===== src/rtl/battleship_board_ctrl.sv =====
// battleship_board_ctrl
//   Dual NxN board store (player board and PC board) for the battleship game.
//   Place and attack commands arrive from the game FSM over a valid/ready
//   handshake. Each accepted command produces exactly one response strobe,
//   unless a reset or clear aborts it first.
//
//   Build option: define BOARD_OVERLAP_CHECK_EN to reject placements that
//   touch any non-WATER cell. Without it, overlapping cells are overwritten
//   with SHIP, and only newly created SHIP cells are added to the counter.
//
// Ports
//   clk, rst                      rising-edge clock, async active-low reset
//   clear                         synchronous wipe of both boards; aborts any command
//   cmd_valid/cmd_ready           command handshake
//   cmd_op                        0 PLACE_PLAYER, 1 PLACE_PC, 2 ATTACK_PC, 3 ATTACK_PLAYER
//   cmd_row/cmd_col               anchor or target cell
//   cmd_len/cmd_vert              ship length and orientation (place only)
//   rsp_valid/rsp_code            one-cycle strobe; code 0 OK, 1 HIT, 2 MISS, 3 REJECT
//   player_left/pc_left           unhit ship cells per board
//   player_defeated/pc_defeated   board has ships, and all of them are hit
//   rd_row/rd_col                 renderer read address
//   rd_player/rd_pc               combinational cell codes (00 outside the grid)
//
//   Cell codes: 00 WATER, 01 SHIP, 10 HIT_SHIP, 11 MISS_WATER
module battleship_board_ctrl #(
  parameter int N    = 5,
  parameter int CW   = 3,
  parameter int LW   = 3,
  parameter int CNTW = $clog2(N*N+1)
) (
  input  logic            clk,
  input  logic            rst,
  input  logic            clear,
  input  logic            cmd_valid,
  output logic            cmd_ready,
  input  logic [1:0]      cmd_op,
  input  logic [CW-1:0]   cmd_row,
  input  logic [CW-1:0]   cmd_col,
  input  logic [LW-1:0]   cmd_len,
  input  logic            cmd_vert,
  output logic            rsp_valid,
  output logic [1:0]      rsp_code,
  output logic [CNTW-1:0] player_left,
  output logic [CNTW-1:0] pc_left,
  output logic            player_defeated,
  output logic            pc_defeated,
  input  logic [CW-1:0]   rd_row,
  input  logic [CW-1:0]   rd_col,
  output logic [1:0]      rd_player,
  output logic [1:0]      rd_pc
);

  localparam int NC = N * N;
  localparam int IW = $clog2(NC);
  localparam int AW = CW + LW;   // wide enough that anchor + offset never wraps
  localparam int XW = 2 * AW;

  localparam logic [1:0] WATER = 2'b00, SHIP = 2'b01, HIT_SHIP = 2'b10, MISS_WATER = 2'b11;
  localparam logic [1:0] RSP_OK = 2'd0, RSP_HIT = 2'd1, RSP_MISS = 2'd2, RSP_REJECT = 2'd3;
  localparam logic [1:0] OP_PLACE_PLAYER = 2'd0, OP_ATTACK_PLAYER = 2'd3;

  typedef enum logic [1:0] {S_IDLE, S_CHECK, S_WRITE, S_RESP} state_t;
  state_t state_reg, state_next;

  logic [1:0]      op_reg, code_reg;
  logic [CW-1:0]   row_reg, col_reg;
  logic [LW-1:0]   len_reg, k_reg;
  logic            vert_reg;
  logic [CNTW-1:0] player_left_reg, pc_left_reg;
  logic            player_placed_reg, pc_placed_reg;
  logic            player_def_reg, pc_def_reg;
  logic [2*NC-1:0] player_flat, pc_flat;

  // Strobes from the output process
  logic            wr_en, k_inc, k_clr, cnt_inc, cnt_dec, code_load, placed_set;
  logic [1:0]      wr_data, code_val;

  // Cell currently visited: anchor plus offset k along the ship's axis
  logic [AW-1:0] k_ext, cur_row, cur_col;
  logic [IW-1:0] cur_idx;
  logic [1:0]    cur_cell;
  logic          cur_in_grid, tgt_player, is_place, last_k, place_fail, attack_fail, place_block;

  assign k_ext       = AW'(k_reg);
  assign cur_row     = AW'(row_reg) + (vert_reg ? k_ext : '0);
  assign cur_col     = AW'(col_reg) + (vert_reg ? '0 : k_ext);
  assign cur_in_grid = (cur_row < AW'(N)) && (cur_col < AW'(N));
  assign cur_idx     = IW'(XW'(cur_row) * XW'(N) + XW'(cur_col));
  assign tgt_player  = (op_reg == OP_PLACE_PLAYER) || (op_reg == OP_ATTACK_PLAYER);
  assign is_place    = ~op_reg[1];
  assign cur_cell    = tgt_player ? player_flat[{cur_idx, 1'b0} +: 2] : pc_flat[{cur_idx, 1'b0} +: 2];
  assign last_k      = (k_reg == len_reg - LW'(1));

`ifdef BOARD_OVERLAP_CHECK_EN
  assign place_block = (cur_cell != WATER);
`else
  assign place_block = 1'b0;
`endif

  assign place_fail  = (len_reg == '0) || !cur_in_grid || place_block;
  assign attack_fail = !cur_in_grid || cur_cell[1];  // already HIT_SHIP or MISS_WATER

  // State register
  always_ff @(posedge clk or negedge rst) begin
    if (!rst) state_reg <= S_IDLE;
    else      state_reg <= state_next;
  end

  // Next-state logic
  always_comb begin
    state_next = state_reg;
    if (clear) begin
      state_next = S_IDLE;
    end else begin
      case (state_reg)
        S_IDLE:  if (cmd_valid) state_next = S_CHECK;
        S_CHECK: begin
          if (!is_place)       state_next = S_RESP;
          else if (place_fail) state_next = S_RESP;
          else if (last_k)     state_next = S_WRITE;
        end
        S_WRITE: if (last_k) state_next = S_RESP;
        default: state_next = S_IDLE;
      endcase
    end
  end

  // Output and datapath strobes
  always_comb begin
    cmd_ready  = (state_reg == S_IDLE) && !clear;
    rsp_valid  = (state_reg == S_RESP) && !clear;
    wr_en      = 1'b0;
    wr_data    = WATER;
    k_inc      = 1'b0;
    k_clr      = 1'b0;
    cnt_inc    = 1'b0;
    cnt_dec    = 1'b0;
    code_load  = 1'b0;
    code_val   = RSP_OK;
    placed_set = 1'b0;
    if (!clear) begin
      case (state_reg)
        S_CHECK: begin
          if (is_place) begin
            if (place_fail) begin
              code_load = 1'b1;
              code_val  = RSP_REJECT;
            end else if (last_k) begin
              k_clr = 1'b1;
            end else begin
              k_inc = 1'b1;
            end
          end else begin
            code_load = 1'b1;
            if (attack_fail) begin
              code_val = RSP_REJECT;
            end else if (cur_cell == SHIP) begin
              wr_en    = 1'b1;
              wr_data  = HIT_SHIP;
              cnt_dec  = 1'b1;
              code_val = RSP_HIT;
            end else begin
              wr_en    = 1'b1;
              wr_data  = MISS_WATER;
              code_val = RSP_MISS;
            end
          end
        end
        S_WRITE: begin
          wr_en   = 1'b1;
          wr_data = SHIP;
          cnt_inc = (cur_cell != SHIP);  // keeps the count exact on overlap
          if (last_k) begin
            code_load  = 1'b1;
            code_val   = RSP_OK;
            placed_set = 1'b1;
          end else begin
            k_inc = 1'b1;
          end
        end
        default: ;
      endcase
    end
  end

  // Command latch, step counter, response code, ship counters, flags
  always_ff @(posedge clk or negedge rst) begin
    if (!rst) begin
      op_reg <= '0; row_reg <= '0; col_reg <= '0; len_reg <= '0; vert_reg <= 1'b0;
      k_reg <= '0; code_reg <= RSP_OK;
      player_left_reg <= '0; pc_left_reg <= '0;
      player_placed_reg <= 1'b0; pc_placed_reg <= 1'b0;
      player_def_reg <= 1'b0; pc_def_reg <= 1'b0;
    end else if (clear) begin
      k_reg <= '0;
      player_left_reg <= '0; pc_left_reg <= '0;
      player_placed_reg <= 1'b0; pc_placed_reg <= 1'b0;
      player_def_reg <= 1'b0; pc_def_reg <= 1'b0;
    end else begin
      if (cmd_valid && cmd_ready) begin
        op_reg <= cmd_op; row_reg <= cmd_row; col_reg <= cmd_col;
        len_reg <= cmd_len; vert_reg <= cmd_vert; k_reg <= '0;
      end else if (k_clr) begin
        k_reg <= '0;
      end else if (k_inc) begin
        k_reg <= k_reg + LW'(1);
      end
      if (code_load) code_reg <= code_val;
      if (cnt_inc) begin
        if (tgt_player) player_left_reg <= player_left_reg + CNTW'(1);
        else            pc_left_reg     <= pc_left_reg + CNTW'(1);
      end
      if (cnt_dec) begin
        if (tgt_player) player_left_reg <= player_left_reg - CNTW'(1);
        else            pc_left_reg     <= pc_left_reg - CNTW'(1);
      end
      if (placed_set) begin
        if (tgt_player) player_placed_reg <= 1'b1;
        else            pc_placed_reg     <= 1'b1;
      end
      // Registered, so defeat shows one cycle after the final HIT strobe
      player_def_reg <= player_placed_reg && (player_left_reg == '0);
      pc_def_reg     <= pc_placed_reg && (pc_left_reg == '0);
    end
  end

  // Board cells: one 2-bit register per cell per board
  genvar gi;
  generate
    for (gi = 0; gi < NC; gi++) begin : g_cell
      logic [1:0] player_cell_reg, pc_cell_reg;
      always_ff @(posedge clk or negedge rst) begin
        if (!rst) begin
          player_cell_reg <= WATER;
          pc_cell_reg     <= WATER;
        end else if (clear) begin
          player_cell_reg <= WATER;
          pc_cell_reg     <= WATER;
        end else if (wr_en && (cur_idx == IW'(gi))) begin
          if (tgt_player) player_cell_reg <= wr_data;
          else            pc_cell_reg     <= wr_data;
        end
      end
      assign player_flat[2*gi +: 2] = player_cell_reg;
      assign pc_flat[2*gi +: 2]     = pc_cell_reg;
    end
  endgenerate

  // Renderer read ports; compared one bit wider so N == 2**CW still works
  logic          rd_in_grid;
  logic [IW-1:0] rd_idx;
  assign rd_in_grid = ((CW+1)'(rd_row) < (CW+1)'(N)) && ((CW+1)'(rd_col) < (CW+1)'(N));
  assign rd_idx     = IW'((2*CW+2)'(rd_row) * (2*CW+2)'(N) + (2*CW+2)'(rd_col));
  assign rd_player  = rd_in_grid ? player_flat[{rd_idx, 1'b0} +: 2] : WATER;
  assign rd_pc      = rd_in_grid ? pc_flat[{rd_idx, 1'b0} +: 2] : WATER;

  assign rsp_code        = code_reg;
  assign player_left     = player_left_reg;
  assign pc_left         = pc_left_reg;
  assign player_defeated = player_def_reg;
  assign pc_defeated     = pc_def_reg;

endmodule

===== config.mk =====
export PLATFORM = sky130hd
export DESIGN_NAME = battleship_board_ctrl
export DESIGN_NICKNAME = d
export VERILOG_FILES = /design/src/rtl/battleship_board_ctrl.sv
export SDC_FILE = /design/constraint.sdc
export NUM_CORES = 1
export LEC_CHECK = 0
export BUFFER_PORTS_ARGS = -buffer_cell sky130_fd_sc_hd__buf_2
export CAP_MARGIN = 20
export CORE_MARGIN = 5
export CORE_UTILIZATION = 40
export CTS_BUF_LIST = sky130_fd_sc_hd__clkbuf_4
export DETAILED_ROUTE_END_ITERATION = 16
export PLACE_DENSITY = 0.54
export SYNTH_ARGS = -nofsm -noshare
export SYNTH_HDL_FRONTEND = slang
export SYNTH_SLANG_ARGS = --single-unit

===== constraint.sdc =====
create_clock -name clk -period 13.2 [get_ports clk]
set_clock_uncertainty 0.15 [all_clocks]
set_input_delay 0 -clock clk [delete_from_list [all_inputs] [get_ports clk]]
set_output_delay 0 -clock clk [all_outputs]
set_load 0.05 [all_outputs]

# After elaboration in Yosys (flattened, before gate mapping)
# Index checks and enable logic that the tools add are counted.
dict set report op_classes {
  n_eq_ne 35
  muxes 172
  order_cmp 4
  div_mod_pow 0
  n_bitwise 1
  reduce_logical 126
  n_mul 2
  shift 4
  add_sub_neg 10
}
# op count
set op_table {}
lappend op_table {{$mux 2} 118}
lappend op_table {{$shiftx 50x7->2} 4}
lappend op_table {{$reduce_and 2->1} 54}
lappend op_table {{$reduce_bool 2->1} 27}
lappend op_table {{$mux 5} 10}
lappend op_table {{$eq 5x5->1 const B} 9}
lappend op_table {{$eq 5x4->1 const B} 8}
lappend op_table {{$mux 1} 33}
lappend op_table {{$logic_and 1x1->1} 32}
lappend op_table {{$eq 5x3->1 const B} 4}
lappend op_table {{$mux 3} 6}
lappend op_table {{$logic_not 5->1} 3}
lappend op_table {{$add 5x1->5 const B} 2}
lappend op_table {{$eq 5x2->1 const B} 2}
lappend op_table {{$sub 5x1->5 const B} 2}
lappend op_table {{$add 3x3->4} 2}
lappend op_table {{$lt 4x3->1 const B} 2}
lappend op_table {{$eq 2x2->1 const B} 3}
lappend op_table {{$lt 3x3->1 const B} 2}
lappend op_table {{$ne 3x3->1 const B} 2}
lappend op_table {{$pmux 1 s2} 3}
lappend op_table {{$pmux 2 s3} 1}
lappend op_table {{$add 5x3->5} 1}
lappend op_table {{$add 5x4->5} 1}
lappend op_table {{other kinds (18)} 23}
dict set report word_totals {
  mem_bits_rw 0
  latch_bits 0
  register_bits 133
  rom_bits 0
  elab_cells 418
  memories 0
  inputBits 22
}

# Longest topological paths before layout
# Gate-level depths: netlist of the first run.
dict set report logic_depth {
  word_depth 14
  depth_mapped 20
  ltp_nobuf 18
}

# Worst setup path before layout of the first run
# No wires, ideal clock.
dict set report synth_path {
  kind {register to register}
  startpoint {reg k_reg[0]}
  endpoint {reg pc_left_reg[4], in the netlist pc_left[4]}
  setup_ns 0.149
  path_buffers 3
  arrival_time_ns 4.711
  stages_incl_launch_ff 20
  setup_slack_ns 8.190
  period_less_slack_ns 5.010
  cell_sequence {dfrtp_1 and2_1 ha_1 inv_1 fa_1 xnor2_1 ha_1 ha_1 inv_1 fa_1 clkbuf_1 nand2b_1 clkbuf_1 o22ai_1 or3_1 clkbuf_1 a2111o_1 nor4b_4 a21oi_2 mux2i_1}
}
dict set report synth_between {
  elab_chain_cells 14
  word_cells_on_any_way 27
}
# element line
set synth_lines {}
lappend synth_lines {{start, declared} 67} ;# logic [LW-1:0] len_reg, k_reg;
lappend synth_lines {{start signal, assigned} 206} ;# k_reg <= k_reg + LW'(1);
lappend synth_lines {{$mux 3} 85} ;# assign cur_row = AW'(row_reg) + (vert_reg ? k_ext : '0);
lappend synth_lines {{$add 3x3->4} 85}
lappend synth_lines {{$mul 4x3->5} 88} ;# assign cur_idx = IW'(XW'(cur_row) * XW'(N) + XW'(cur_col));
lappend synth_lines {{$add 5x4->5} 88}
lappend synth_lines {{$shiftx 50x7->2} 91} ;# assign cur_cell = tgt_player ? player_flat[{cur_idx, 1'b0} +: 2] : pc_flat[{cur_idx, 1'b0} +: 2];
lappend synth_lines {{$mux 2} 91}
lappend synth_lines {{$eq 2x1->1} 157} ;# end else if (cur_cell == SHIP) begin
lappend synth_lines {{$mux 1} 157}
lappend synth_lines {{$mux 1} 155} ;# if (attack_fail) begin
lappend synth_lines {{$mux 1} 144} ;# if (is_place) begin
lappend synth_lines {{$mux 1} 142} ;# case (state_reg)
lappend synth_lines {{$mux 1} 141} ;# if (!clear) begin
lappend synth_lines {{$mux 5 *} 213} ;# if (cnt_dec) begin
lappend synth_lines {{$mux 5 *} 194} ;# end else if (clear) begin
lappend synth_lines {{end signal, assigned} 211} ;# else pc_left_reg <= pc_left_reg + CNTW'(1);
lappend synth_lines {{end signal, assigned} 215} ;# else pc_left_reg <= pc_left_reg - CNTW'(1);
lappend synth_lines {{end, declared} 69} ;# logic [CNTW-1:0] player_left_reg, pc_left_reg;
# Mark *: on every way between the ends. The rest lies on a longest branch, timed or not.
# A chain may end at the register's enable or synchronous reset.

# Worst setup path after layout of the first run
dict set report layout_path {
  startpoint {reg vert_reg}
  endpoint {reg g_cell[4].pc_cell_reg[0]}
}
dict set report layout_between {
  elab_chain_cells 14
  word_cells_on_any_way 30
}
# element line
set layout_lines {}
lappend layout_lines {{start, declared} 68} ;# logic vert_reg;
lappend layout_lines {{start signal, assigned} 189} ;# op_reg <= '0; row_reg <= '0; col_reg <= '0; len_reg <= '0; vert_reg <= 1'b0;
lappend layout_lines {{start signal, assigned} 202} ;# len_reg <= cmd_len; vert_reg <= cmd_vert; k_reg <= '0;
lappend layout_lines {{$mux 3} 85}
lappend layout_lines {{$add 3x3->4} 85}
lappend layout_lines {{$mul 4x3->5} 88}
lappend layout_lines {{$add 5x4->5} 88}
lappend layout_lines {{$shiftx 50x7->2} 91}
lappend layout_lines {{$mux 2} 91}
lappend layout_lines {{$eq 2x1->1 or $logic_or 1x1->1 (tied branches)} {157, 101}}
lappend layout_lines {{$mux 1 (on tied branches)} {157, 155}}
lappend layout_lines {{$mux 2 or $mux 1 (tied branches)} {155, 144}}
lappend layout_lines {{$mux 2 or $pmux 1 s2 (tied branches)} {144, 142}}
lappend layout_lines {{$pmux 2 s2 or $mux 1 (tied branches)} {142, 141}}
lappend layout_lines {{$mux 2 or $logic_and 1x1->1 (tied branches)} {240, 239}}
lappend layout_lines {{$mux 2 or $reduce_bool 2->1 (tied branches)} n/a}
lappend layout_lines {{$mux 2 or $reduce_and 2->1 (tied branches)} n/a}
lappend layout_lines {{end signal, assigned} 241} ;# else pc_cell_reg <= wr_data;
lappend layout_lines {{end, declared} 231} ;# logic [1:0] player_cell_reg, pc_cell_reg;
# Several ways; a longest one is shown, not always the timed one. The select of a mux whose other input is x is not followed.

==> impl_metrics.tcl, run 1 <==
set metrics [dict create \
    status "finished, final reports clean" \
    netlist_top_cells_area "dfrtp_1, mux2_2, mux4_2" \
    multiInputGateArea_sq_um 5270 \
    cts_buffer_depth 2 \
    synth_fp_nets 962 \
    slew_headroom_pct 12.9 \
    seq_area_frac_synth_pct 37.4 \
    final_net_count 1002 \
    crit_chain "and2_1 > ha_1 > inv_1 > fa_1 > xnor2_1 > ha_1 > ha_1 > inv_1 > fa_1 > xor2_1 > nor2_1 > o2111a_1 > a2111oi_2 > nor2_1 > o21ai_2 > buf_4 > mux2_2" \
    synth_enable_flop_cells 0 \
    synth_commonest_cells "dfrtp_1, a21oi_1, nor2_1, mux2_2, nand2_1" \
    worstSetupPathType "reg2reg" \
    drive_above_1_share_pct 22.3 \
    antenna_found_initial 1 \
    yosysTopAreaCell "dfrtp_1" \
    core_sq_um 21900 \
    syn_area_sq_um 8890 \
    clock_latency_ns 0.59 \
    fin_crit_sh_pct 43.8 \
    grt_pass1_wl_microns 43200 \
    place_area_sq_um 9390 \
    htreeDepth 4 \
    critPathLaunchType "flop" \
    post_cts_buffers 0 \
    routabilityCongestion 0.862 \
    num_rows 54 \
    hold_class "in2reg" \
    peakVddDrop_mv 0.137 \
    grt_setup_unrepaired "no" \
    drt-wirelength-per-cell_microns 21.5 \
    antenna_left 0 \
    grt_max_degree 80 \
    cp_max_fo 49 \
    grt.total_usage_pct 21.2 \
    max_freq_ghz 0.173 \
    viasPerCell 5.96 \
    endpoint_kind "flop" \
    avgSynthCellArea_sq_um 9.89 \
    gr-total-overflow 0 \
    wl_microns 26400 \
    cap_violations 0 \
    finalInstanceArea_sq_um 9900 \
    ys_ff_latch 133 \
    syn_inst 899 \
    seq_area_sq_um 3330 \
    tns_ns 0 \
    clkSinkCount 133 \
    path_clk_slew_ns 0.13 \
    min_period_ns 5.78 \
    io_pins 42 \
    grt_pass1_vias 7404 \
    powerDensity_nw_per_um2 259 \
    initial_utilization_pct 40.6 \
    cts_tree "yes" \
    worst_pin_slew_ns 1.30 \
    fin_total_pwr_w 0.00256 \
    dp_hpwl_microns 17900 \
    cp_slowest_stage_delay_ns 0.91 \
    netlist.area_leader.share_pct 37.4 \
    cts_made_buffers 17 \
    drtIter0Drc 690 \
    ys_warn_count 0 \
    drtPass1Iterations 5 \
    cp.arrival_ns 6.14 \
    die_area_sq_um 25300 \
    async_flop_share_pct 100 \
    synth_most_common_cell "dfrtp_1" \
    cts.root.buffer_cell "clkbuf_4" \
    required_ns 13.56 \
    die_w_microns 159 \
    hold_viol 0 \
    crit_buf_inv 3 \
    cp_top_family "adder cells" \
    power.leakage_nw 4.44 \
    setup_violations 0 \
    finalMaxSlewViolations 0 \
    fillers 2129 \
    vias 7342 \
    finish.utilization_pct 45.2 \
    cpMostUsedCell "ha_1" \
    synthFlopType "dfrtp_1" \
    port_buffers 41 \
    remaining_drc_errors 0 \
    slowest_stage "a2111oi_2" \
    synth.distinct_cells 66 \
    die_h_microns 159 \
    syn_to_final_growth_pct 11.4 \
]
kinds of logic after synthesis:
logic type / count (synthesis) / synth area share (%)
DFF: 133 / 37.4
buffers and inverters: 86 / 3.94
AOI/OAI and AO/OA: 212 / 14.6
adders and majority gates: 41 / 6.19
muxes: 141 / 21.0
and+or+nand+nor: 266 / 14.8
xor gates and xnor gates: 20 / 2.05
stage by stage:
step	hold slack (ns)	setup WS, ns	instances
finish	0.0261	7.42	1232
CTS	0.00237	7.38	1229
detailed placement	-0.103	7.45	1177
floorplan	-0.446	8.19	899
global placement	-0.101	7.55	1177
global route	0.00662	6.95	1232
worst paths after layout:
kind                                       from                                        end  slack (ns)  cells past startpoint
min in group asynchronous                   rst  g_cell[15].player_cell_reg[1]$_DFFE_PN0P_        0.34                      4
min reg2reg                pc_left[4]$_DFF_PN0_                       pc_left[4]$_DFF_PN0_        0.36                      1
min                                  cmd_row[1]                     row_reg[1]$_DFFE_PN0P_        0.03                      3
max                        vert_reg$_DFFE_PN0P_       g_cell[4].pc_cell_reg[0]$_DFFE_PN0P_        7.42                     17
max reg2reg                vert_reg$_DFFE_PN0P_       g_cell[4].pc_cell_reg[0]$_DFFE_PN0P_        7.42                     17
max in group asynchronous                   rst      g_cell[17].pc_cell_reg[1]$_DFFE_PN0P_       11.68                      4
tightest hold or removal path, delay by kind of cell:
family	cells	cell delay [ns]
buffers and inverters	2	0.61
multiplexers	1	0.12
placed cells by master (no fill, tap or decap), types with 4 or more instances in the layout:
| cell type | instances |
|---|---|
| nor2b_1 | 7 |
| o22ai_1 | 7 |
| nand3_1 | 28 |
| clkinvlp_4 | 5 |
| a31oi_1 | 26 |
| o21ai_0 | 26 |
| nor3_1 | 25 |
| clkbuf_4 | 17 |
| nand2b_1 | 5 |
| dlygate4sd3_1 | 20 |
| dfrtp_1 | 133 |
| inv_1 | 23 |
| and2_1 | 4 |
| nor3b_1 | 13 |
| xnor2_1 | 10 |
| nand2_1 | 63 |
| mux2i_1 | 34 |
| fa_1 | 5 |
| buf_4 | 22 |
| a21o_1 | 9 |
| a21oi_1 | 92 |
| nor2_1 | 85 |
| a211oi_1 | 7 |
| a22o_1 | 12 |
| mux2_2 | 76 |
| ha_1 | 36 |
| xor2_1 | 8 |
| and3_1 | 4 |
| nand3b_1 | 14 |
| mux4_2 | 28 |
| buf_2 | 40 |
per-layer routing:
metal / GRT usage (%) / vias up / wire length, microns
met5: 0 / - / 0
met4: 6.28 / 0 / 634
met3: 4.37 / 45 / 1890
met2: 31.7 / 267 / 11700
met1: 31.0 / 3637 / 12300
li1: - / 3393 / -
cell type report:
cell class / instances / share of cell area (%)
Clock buffer: 17 / 1.29
Antenna cell: 1 / 0.0253
Inverter: 23 / 0.872
Clock inverter: 14 / 1.39
Tap cell: 280 / 3.54
Sequential cell: 133 / 33.6
Timing Repair Buffer: 84 / 6.10
Multi-Input combinational cell: 680 / 53.2
report_power, final:
part	switching [W]	internal, W
clock	0.000168	0.000109
combinational	0.00124	0.000523
sequential	0.0000615	0.000464
total	0.00147	0.00110
repair_timing:
action                                  CTS  global route
resized for setup                         0             0
hold buffers                             21             0
endpoints found under the hold margin    88             0
endpoints found under the setup margin    0             0
(Power assumes the default switching activity.)
==> run 2: changes to the inputs <==
clock period = 5.65 ns   (was 13.2 ns; I/O delays follow)
==> impl_metrics.tcl, run 2 (synthesis results as in run 1) <==
set metrics [dict create \
    grt_pass1_wl_microns 42700 \
    hold_class "in2reg" \
    grt.total_usage_pct 21.0 \
    slew_headroom_pct 30.2 \
    post_cts_buffers 0 \
    status "finished, final reports clean" \
    grt_max_degree 71 \
    die_area_sq_um 25300 \
    powerDensity_nw_per_um2 624 \
    endpoint_kind "flop" \
    cts_buffer_depth 2 \
    die_w_microns 159 \
    path_clk_slew_ns 0.13 \
    crit_chain "and2_1 > ha_1 > inv_1 > fa_1 > inv_1 > ha_1 > ha_2 > buf_4 > buf_4 > nand2_1 > buf_4 > o2111a_1 > a2111oi_2 > buf_4 > a2111o_1 > nor3_1 > a21o_1 > a211oi_1" \
    dp_cells 1201 \
    cts_made_buffers 17 \
    cp_slowest_stage_delay_ns 0.51 \
    grt_pass1_vias 7527 \
    critPathLaunchType "flop" \
    drtPass1Iterations 5 \
    antenna_left 0 \
    layout_common_cells "dfrtp_1, a21oi_1, nor2_1, mux2_2, nand2_1" \
    power.leakage_nw 4.58 \
    viasPerCell 5.80 \
    hold_viol 0 \
    gr-total-overflow 0 \
    antenna_found_initial 1 \
    clkSinkCount 133 \
    htreeDepth 4 \
    final_common_cell "dfrtp_1" \
    port_buffers 41 \
    worstSetupPathType "reg2reg" \
    clock_latency_ns 0.57 \
    routabilityCongestion 0.906 \
    worst_pin_slew_ns 1.05 \
    cpMostUsedCell "buf_4" \
    syn_to_final_growth_pct 13.9 \
    place_area_sq_um 9600 \
    fin_cells 1253 \
    required_ns 5.97 \
    num_rows 54 \
    grt_setup_unrepaired "no" \
    cp_max_fo 18 \
    cp.arrival_ns 5.54 \
    drive_above_1_share_pct 25.0 \
    min_period_ns 5.22 \
    tns_ns 0 \
    setup_violations 0 \
    drt-wirelength-per-cell_microns 21.0 \
    slowest_stage "ha_2" \
    final_net_count 1022 \
    cts.root.buffer_cell "clkbuf_4" \
    wl_microns 26300 \
    vias 7270 \
    fin_crit_sh_pct 92.3 \
    fin_total_pwr_w 0.00632 \
    finalInstanceArea_sq_um 10100 \
    io_pins 42 \
    finalMaxSlewViolations 0 \
    core_sq_um 21900 \
    remaining_drc_errors 0 \
    cts_tree "yes" \
    cap_violations 0 \
    die_h_microns 159 \
    initial_utilization_pct 40.6 \
    max_freq_ghz 0.192 \
    peakVddDrop_mv 0.461 \
    dp_hpwl_microns 18600 \
    drtIter0Drc 559 \
]
run 2: cell count changes in the layout (fill, tap and decap cells not counted), sizes merged:
cell	before	now
clkbuf	17	22
clkinvlp	5	2
dlygate4sd3	20	17
buf	64	87
inv	24	23
run 2: through the flow:
stage	worst slack (ns)	utilization, %	hold WS [ns]
after floorplan	0.640	-	-0.446
after global placement	0.169	43.9	-0.0832
after detailed placement	0.0966	43.9	-0.0877
after CTS	0.0771	46.0	0.00158
after global routing	0.0579	46.3	0.0325
final	0.434	46.3	0.0388
run 2: area by class of cell:
cell class / count / area [sq um]
fillers: 2083 / 11800
well taps: 280 / 350
inverters: 23 / 86.3
clock buffers: 22 / 165
clock inverters: 10 / 108
flip-flops and latches: 133 / 3330
diodes: 1 / 2.50
repair buffers: 104 / 805
multi-input cells: 680 / 5290
run 2: critical path, delay by kind of cell (launching register included):
family,cells,cell delay [ns]
fa+ha+maj,4,1.45
flops,1,0.45
buf+inv,6,1.05
simple gates,3,0.55
compound gates,5,1.47
run 2: final timing paths:
path                                               start                                         to  slack, ns  cells past startpoint
min in group asynchronous                            rst  g_cell[15].player_cell_reg[0]$_DFFE_PN0P_       0.35                      4
setup / recovery                    k_reg[0]$_DFFE_PN0P_                       pc_left[1]$_DFF_PN0_       0.43                     18
hold reg to reg            player_placed_reg$_DFFE_PN0P_              player_placed_reg$_DFFE_PN0P_       0.36                      2
setup reg to reg                    k_reg[0]$_DFFE_PN0P_                       pc_left[1]$_DFF_PN0_       0.43                     18
hold / removal                                cmd_len[1]                     len_reg[1]$_DFFE_PN0P_       0.04                      3
max in group asynchronous                            rst  g_cell[19].player_cell_reg[0]$_DFFE_PN0P_       4.19                      4
run 2: report_power, final:
group | switching (W) | internal [W] | leakage [nW] | total (W)
clock network | 0.000370 | 0.000283 | 0.151 | 0.000653
logic | 0.00293 | 0.00151 | 2.61 | 0.00444
registers | 0.000143 | 0.00108 | 1.82 | 0.00123
run 2: layer usage:
layer	part of all wire [%]	GRT usage, %
met1	46	29.4
met2	44	31.8
met3	6.4	4.87
met4	3.3	7.64
met5	0	0
run 2: repair_timing:
item                       in CTS  in global routing
hold endpoints to repair       84                  0
gates resized for setup         0                  8
setup endpoints to repair       0                 69
hold buffers                   18                  0
==> run 3: changes to the inputs <==
CORE_UTILIZATION = 50   (was 40)
PLACE_DENSITY = 0.65   (was 0.54)
==> impl_metrics.tcl, run 3 (synthesis results as in run 1) <==
set metrics [dict create \
    setup_slack_ns 0.367 \
    fillers 1530 \
    hold_start "cmd_row[0]" \
    cts_made_buffers 17 \
    finalMaxSlewViolations 0 \
    fin_cells 1212 \
    num_rows 48 \
    critPathLaunchType "flop" \
    power.leakage_nw 4.64 \
    dp_hpwl_microns 17400 \
    grt_max_degree 93 \
    io_pins 42 \
    clkSinkCount 133 \
    worst_pin_slew_ns 1.04 \
    dp_cells 1144 \
    hold_viol 0 \
    drive_above_1_share_pct 23.8 \
    final_common_cell "dfrtp_1" \
    antenna_left 0 \
    worstSetupPathType "reg2reg" \
    initial_utilization_pct 51.2 \
    vias 7482 \
    status "finished, final reports clean" \
    remaining_drc_errors 0 \
    routabilityCongestion 0.910 \
    die_w_microns 143 \
    grt_pass1_wl_microns 41400 \
    endpoint_kind "flop" \
    die_area_sq_um 20600 \
    finish.utilization_pct 58.9 \
    max_freq_ghz 0.189 \
    dp_slack_ns 0.464 \
    setup_violations 0 \
    viasPerCell 6.17 \
    syn_to_final_growth_pct 14.9 \
    cts_tree "yes" \
    antenna_found_initial 1 \
    drtPass1Iterations 5 \
    slew_headroom_pct 30.6 \
    cp-startpoint "vert_reg$_DFFE_PN0P_" \
    min_period_ns 5.28 \
    clock_latency_ns 0.58 \
    final_net_count 1037 \
    htreeDepth 4 \
    port_buffers 41 \
    required_ns 5.96 \
    drt-wirelength-per-cell_microns 21.1 \
    gr-total-overflow 0 \
    tns_ns 0 \
    wl_microns 25500 \
    fin_crit_sh_pct 93.5 \
    drtIter0Drc 614 \
    die_h_microns 143 \
    path_clk_slew_ns 0.14 \
    grt.total_usage_pct 26.0 \
    cp.arrival_ns 5.60 \
    cp_max_fo 8 \
    reg2reg_from "vert_reg$_DFFE_PN0P_" \
    layout_common_cells "dfrtp_1, a21oi_1, nor2_1, mux2_2, nand2_1" \
    cts.root.buffer_cell "clkbuf_4" \
    cap_violations 0 \
    powerDensity_nw_per_um2 619 \
    grt_pass1_vias 7402 \
    hold_class "in2reg" \
    cts_buffer_depth 2 \
    post_cts_buffers 0 \
    core_sq_um 17400 \
    peakVddDrop_mv 0.427 \
]
run 3: cell types whose count changed in the layout (fill, tap and decap cells not counted), sizes merged:
cell | before | now
buf | 87 | 84
bufinv | 2 | 3
clkbuf | 22 | 17
clkinv | 6 | 2
clkinvlp | 2 | 5
dlygate4sd3 | 17 | 35
inv | 23 | 27
run 3: cell type report:
type                            instances  area, sq um  area share, %
Antenna cell                            1         2.50         0.0245
Clock buffer                           17          128           1.25
Clock inverter                         14          176           1.73
Inverter                               23         86.3          0.845
Multi-Input combinational cell        680         5270           51.6
Sequential cell                       133         3330           32.6
Tap cell                              225          282           2.76
Timing Repair Buffer                  119          942           9.22
run 3: path summary, 6_finish.rpt:
check,endpoint,slack (ns),depth (start not counted)
max in group asynchronous,g_cell[23].pc_cell_reg[0]$_DFFE_PN0P_,4.25,4
setup / recovery,player_left[4]$_DFF_PN0_,0.37,17
setup reg to reg,player_left[4]$_DFF_PN0_,0.37,17
min in group asynchronous,g_cell[12].player_cell_reg[1]$_DFFE_PN0P_,0.35,4
hold / removal,row_reg[0]$_DFFE_PN0P_,0.04,3
hold reg to reg,player_placed_reg$_DFFE_PN0P_,0.36,2
run 3: power breakdown:
| group | switching [W] | internal [W] | total [W] | leakage (nW) |
|---|---|---|---|---|
| clock | 0.000403 | 0.000308 | 0.000711 | 0.148 |
| sequential | 0.000147 | 0.00108 | 0.00123 | 1.82 |
| combinational | 0.00285 | 0.00153 | 0.00438 | 2.67 |
run 3: critical path, cell delays in order (launching register included):
cell and delay, ns:
dfrtp_1 0.45, and2_1 0.15, ha_1 0.15, inv_1 0.05, fa_1 0.37, xnor2_1 0.29
ha_1 0.29, ha_1 0.31, inv_1 0.07, fa_1 0.48, xnor2_1 0.24, and2_2 0.31
o31a_1 0.14, or3_1 0.52, a2111o_1 0.60, nor4_2 0.30, a21oi_1 0.15, mux2i_1 0.14
run 3: routing by layer:
metal  share of wire, %  track usage, %  wire (microns)
met1                 43            35.9           10900
met2                 47            40.6           11900
met3                6.7            4.59            1710
met4                3.8            10.8             973
met5                  0               0               0
run 3: timing repair:
| action | CTS | global route |
|---|---|---|
| endpoints found under the hold margin | 98 | 0 |
| hold buffers | 36 | 0 |
| gates resized for setup | 0 | 4 |
| endpoints found under the setup margin | 0 | 10 |
run 3: per-stage QoR:
step	hold WS (ns)	cell area [sq um]	power, W
floorplan	-0.446	8890	0.00397
global placement	-0.0726	9520	0.00542
detailed placement	-0.0771	9520	0.00543
CTS	0.00680	10200	0.00622
global route	0.0428	10200	0.00672
finish	0.0366	10200	0.00633
